<file path="src/rtl/pc_fetch_unit.sv">
// Purpose: holds the PC, fetches each instruction over imem req/ack, issues it to decode, applies redirects, halts on faults.
// Latency: 1 cycle FETCH (ack in the first request cycle) + 1 cycle ISSUE = 2 cycles per instruction minimum.
// Backpressure: imem wait states hold FETCH up to TIMEOUT cycles; stall holds ISSUE with all state frozen.
//
// Ports:
//   clk, rst_n                   clock and async active-low reset
//   pc_o / pc_plus4_i            current PC out to the external adder, adder sum back in
//   imem_req/addr/ack/rdata      instruction memory handshake
//   instr_o / instr_valid        instruction presented to decode, valid in ISSUE
//   stall, jump(+target), branch_taken(+target)   control from the core
//   fetch_err                    sticky fault flag (timeout or misaligned PC)
//   instr_count                  retired-instruction counter (wraps at 2^32)
module pc_fetch_unit #(
    parameter logic [31:0] RESET_VECTOR = 32'h0000_0000,
    parameter int unsigned TIMEOUT      = 16
) (
    input  logic        clk,
    input  logic        rst_n,
    output logic [31:0] pc_o,
    input  logic [31:0] pc_plus4_i,
    output logic        imem_req,
    output logic [31:0] imem_addr,
    input  logic        imem_ack,
    input  logic [31:0] imem_rdata,
    output logic [31:0] instr_o,
    output logic        instr_valid,
    input  logic        stall,
    input  logic        jump,
    input  logic [31:0] jump_target,
    input  logic        branch_taken,
    input  logic [31:0] branch_target,
    output logic        fetch_err,
    output logic [31:0] instr_count
);

    localparam logic [1:0] ST_FETCH = 2'd0;
    localparam logic [1:0] ST_ISSUE = 2'd1;
    localparam logic [1:0] ST_HALT  = 2'd2;

    // Last wait count before the fetch is declared dead.
    localparam logic [15:0] TMO_LAST = 16'(TIMEOUT - 1);

    logic [1:0]  state;
    logic [15:0] tmo_cnt;
    logic [31:0] next_pc;

    // Redirect selection: jump beats branch, otherwise fall through to PC+4.
    always_comb begin
        next_pc = pc_plus4_i;
        if (jump) begin
            next_pc = jump_target;
        end else if (branch_taken) begin
            next_pc = branch_target;
        end
    end

    // The reset state is FETCH, but no request may be visible while reset is
    // held, so the request is qualified with rst_n.
    assign imem_req    = rst_n && (state == ST_FETCH);
    assign imem_addr   = pc_o;
    assign instr_valid = (state == ST_ISSUE);

    always_ff @(posedge clk or negedge rst_n) begin
        if (!rst_n) begin
            state       <= ST_FETCH;
            pc_o        <= RESET_VECTOR;
            instr_o     <= 32'd0;
            fetch_err   <= 1'b0;
            instr_count <= 32'd0;
            tmo_cnt     <= 16'd0;
        end else begin
            case (state)
                ST_FETCH: begin
                    if (imem_ack) begin
                        instr_o <= imem_rdata;
                        tmo_cnt <= 16'd0;
                        state   <= ST_ISSUE;
                    end else if (tmo_cnt == TMO_LAST) begin
                        fetch_err <= 1'b1;
                        state     <= ST_HALT;
                    end else begin
                        tmo_cnt <= tmo_cnt + 16'd1;
                    end
                end
                ST_ISSUE: begin
                    if (!stall) begin
                        instr_count <= instr_count + 32'd1;
                        pc_o        <= next_pc;
                        // A misaligned target is still loaded so the faulting
                        // address is visible on pc_o after the halt.
                        if (next_pc[1:0] != 2'b00) begin
                            fetch_err <= 1'b1;
                            state     <= ST_HALT;
                        end else begin
                            state <= ST_FETCH;
                        end
                    end
                end
                ST_HALT: begin
                    state <= ST_HALT;
                end
                default: begin
                    state <= ST_HALT;
                end
            endcase
        end
    end

endmodule

</file>
<file path="config.mk">
export PLATFORM = sky130hd
export DESIGN_NAME = pc_fetch_unit
export DESIGN_NICKNAME = d
export VERILOG_FILES = /design/src/rtl/pc_fetch_unit.sv
export SDC_FILE = /design/constraint.sdc
export NUM_CORES = 1
export LEC_CHECK = 0
export ABC_AREA = 1
export BUFFER_PORTS_ARGS = -buffer_cell sky130_fd_sc_hd__buf_4
export CAP_MARGIN = 20
export CORE_MARGIN = 4
export CORE_UTILIZATION = 45
export CTS_BUF_LIST = sky130_fd_sc_hd__clkbuf_8
export CTS_CLUSTER_SIZE = 28
export DETAILED_ROUTE_END_ITERATION = 12
export GPL_TIMING_DRIVEN = 0
export PLACE_DENSITY = 0.85
export SLEW_MARGIN = 30
export SYNTH_ARGS = -nofsm -noshare
export SYNTH_HDL_FRONTEND = slang
export SYNTH_SLANG_ARGS = --single-unit
</file>
<file path="constraint.sdc">
create_clock -name clk -period 1.29 [get_ports clk]
set_input_delay 0.1935 -clock clk [delete_from_list [all_inputs] [get_ports clk]]
set_output_delay 0.1935 -clock clk [all_outputs]
set_load 0.02 [all_outputs]
</file>
==> impl_metrics.env <==
export IMPL_period_share_pct=122.3
export IMPL_cts_sink_count=115
export IMPL_setup_violations=144
export IMPL_drt_drc_violations_left=0
export IMPL_path_buf_inv=3
export IMPL_dpl_worst_slack_ps=-364.7
export IMPL_htree_levels=4
export IMPL_slew_viol_final=0
export IMPL_pwr_share_comb_pct=10.7
export IMPL_netlist_area_um2=6429
export IMPL_critPathArrivalTime_ps=1910
export IMPL_cts_tree="yes"
export IMPL_crit_chain="nor2_4 -> nand2_8 -> buf_12 -> buf_16 -> buf_8 -> nand2_1 -> nand2_1"
export IMPL_max_freq_mhz=633.9
export IMPL_dr_pass1_iters=6
export IMPL_power_frac_clock_pct=46.4
export IMPL_grt_pass1_vias=7686
export IMPL_antennaDiodeCount=0
export IMPL_grt_max_degree=63
export IMPL_hold_slack_ps=-404.3
export IMPL_switching_share_pct=26.77
export IMPL_critPathMaxStageDelay_ps=460
export IMPL_synth_seq_cells=115
export IMPL_layout_commonest_cell="buf_4"
export IMPL_slew_headroom_pct=47.13
export IMPL_grt_use_total_pct=32.70
export IMPL_hold_viol_final=102
export IMPL_wl_met1_um=10670
export IMPL_ios=265
export IMPL_dieWidth_um=127.5
export IMPL_clk_latency_ps=470
export IMPL_nets=1370
export IMPL_ir_drop_uv=949.2
export IMPL_criticalPathCategory="reg -> reg"
export IMPL_synthCells=812
export IMPL_antenna_found_initial=1
export IMPL_cap_violations=0
export IMPL_violations="negative hold slack, negative setup slack"
export IMPL_avgRoutedWirePerCell_um=23.14
export IMPL_clk_path_buf_depth=2
export IMPL_wirelength_um=33020
export IMPL_core_area_um2=13930
export IMPL_clk_pin_slew_ps=90
export IMPL_p_switching_mw=2.264
export IMPL_ant_nets=0
export IMPL_crit_path_max_fanout=6
export IMPL_synthFlopType="dfrtp_1"
export IMPL_ys_types=31
export IMPL_worstPathRequired_ps=1630
export IMPL_reg2reg_slack_ps=-290
export IMPL_area_growth_pct=82.99
export IMPL_worstRegToRegCells=7
export IMPL_setup_ws_ps=-287.5
export IMPL_dp_hpwl_um=17100
export IMPL_yosys_warnings=0
export IMPL_p_leak_nw=5.719
export IMPL_setup_tns_ps=-23290
export IMPL_highest_layer="met5"
export IMPL_r2r_start="state[1]$_DFFE_PN0P_"
export IMPL_async_reset_ff_share_pct=100.0
export IMPL_min_period_ps=1578
export IMPL_status="complete, but fails checks"
export IMPL_synth_nets=948
export IMPL_drive_above_1_share_pct=54.85
export IMPL_cts_buffers=17
export IMPL_worstHoldPathType="in -> async"
export IMPL_dr_wl_met3_um=3343
export IMPL_core_rowCount=43
export IMPL_die_area_um2=16260
export IMPL_crit_path_frequent_cell="nand2_1"
export IMPL_r2r_end="instr_count[1]$_DFFE_PN0P_"
export IMPL_p_int_mw=6.193
export IMPL_critPathLaunchType="register"
export IMPL_cp_slowest_cell="dfrtp_2"
export IMPL_grt_pass1_wl_um=41470
export IMPL_globalplace_congestion=0.8808
export IMPL_ys_seq_area_share_pct=44.76
export IMPL_cp_depth=7
export IMPL_initialDrtViolationCount=963
export IMPL_endpoint_kind="register"
export IMPL_power_frac_seq_pct=42.9
export IMPL_die_y_um=127.5
export IMPL_gr_total_overflow=0
export IMPL_dr_wl_met2_um=16090
export IMPL_synth_edf_count=0
export IMPL_initial_core_util_pct=46.13
export IMPL_cp_top_family="simple AND/OR/NAND/NOR gates"
export IMPL_final_cell_mix="buf_4, nand2_1, buf_6"
export IMPL_skew_ps=20.68
export IMPL_portBuffers=261
export IMPL_power_density_nw_per_um2=718.9
export IMPL_final_util_pct=84.42
export IMPL_rsz0062_at_grt="true"
export IMPL_vias=8210
export IMPL_tightest_slew_ps=784.7
export IMPL_viasPerCell=5.753
export IMPL_clockRootBuffer="clkbuf_8"
export IMPL_synth_area_per_cell_um2=7.917
[power groups by stage]
stage	combinational, mW	sequential, mW	clock (mW)
finish	0.909	3.63	3.92
global route	0.959	3.63	4.10
CTS	0.794	3.62	3.81
detailed placement	0.656	3.69	0
global placement	0.629	3.69	0
floorplan	0.203	3.69	0
[synthesized netlist by cell type (11+ instances only)]
| cell | n | share of area, % |
|---|---|---|
| o21ai_0 | 44 | 3.4 |
| clkbuf_1 | 14 | 0.82 |
| xor2_1 | 15 | 2.0 |
| nand3b_1 | 11 | 1.3 |
| nand3_1 | 32 | 2.5 |
| nand2_1 | 282 | 16 |
| dfrtp_1 | 115 | 45 |
| mux2_2 | 32 | 5.6 |
| buf_4 | 35 | 4.1 |
| nor2_1 | 81 | 4.7 |
| a21oi_1 | 61 | 4.7 |
| inv_1 | 33 | 1.9 |
[flip-flops by register name, indices dropped and copies added (netlist names)]
| name | cells |
|---|---|
| instr_o | 32 |
| state | 2 |
| imem_addr | 32 |
| fetch_err | 1 |
| tmo_cnt | 16 |
| instr_count | 32 |
[logic make-up (layout without fill, tap and decap cells)]
| group | after synthesis | in the layout | share of synthesized area, % |
|---|---|---|---|
| compound gates | 109 | 109 | 8.564 |
| xor+xnor | 25 | 25 | 3.406 |
| fa+ha+maj | 2 | 2 | 0.3892 |
| buf+inv | 96 | 531 | 8.602 |
| flops | 115 | 115 | 44.76 |
| mux | 32 | 32 | 5.605 |
| simple gates | 433 | 433 | 28.67 |
[metal layers]
metal,global-route usage (%),up-vias
li1,-,3441
met1,35.97,3873
met2,56.74,646
met3,9.406,248
met4,17.85,2
met5,0,-
[layout make-up]
| cell class | count | area (um2) |
|---|---|---|
| Buffer | 47 | 462.9 |
| Clock buffer | 17 | 234.0 |
| Clock inverter | 15 | 206.4 |
| Fill cell | 716 | 2171 |
| Inverter | 35 | 136.4 |
| Multi-Input combinational cell | 601 | 3719 |
| Sequential cell | 115 | 2939 |
| Tap cell | 180 | 225.2 |
| Timing Repair Buffer | 417 | 3841 |
[worst max path at each step]
stage / from / slack [ps] / endpoint
2_1_floorplan: state[0]$_DFFE_PN0P_ / -80 / instr_count[22]$_DFFE_PN0P_
3_3_place_gp: rst_n / -740 / imem_req
3_5_place_dp: jump / -360 / fetch_err$_DFFE_PN0P_
4_1_cts: state[1]$_DFFE_PN0P_ / -200 / instr_count[21]$_DFFE_PN0P_
5_1_grt: instr_count[8]$_DFFE_PN0P_ / -350 / instr_count[25]$_DFFE_PN0P_
6_report: state[1]$_DFFE_PN0P_ / -290 / instr_count[1]$_DFFE_PN0P_
[stage by stage]
stage | cells | area (um2) | hold WS (ps) | total power, mW
2_1_floorplan | 812 | 6539 | -102.1 | 3.895
3_3_place_gp | 1253 | 8723 | 427.9 | 4.324
3_5_place_dp | 1254 | 8758 | 142.4 | 4.351
4_1_cts | 1378 | 10590 | -402.4 | 8.222
5_1_grt | 1427 | 11760 | -405.4 | 8.688
6_report | 1427 | 11760 | -404.3 | 8.457
[repair_timing]
| action | 4_1_cts | 5_1_grt |
|---|---|---|
| resized for setup | 149 | 215 |
| pin swaps | 18 | 36 |
| endpoints found under the setup margin | 148 | 190 |
| buffers inserted | 53 | 46 |
| gates cloned | 7 | 4 |
| hold buffers | 44 | 2 |
| hold endpoints to repair | 159 | 86 |
Power figures use the tool's default switching activity.
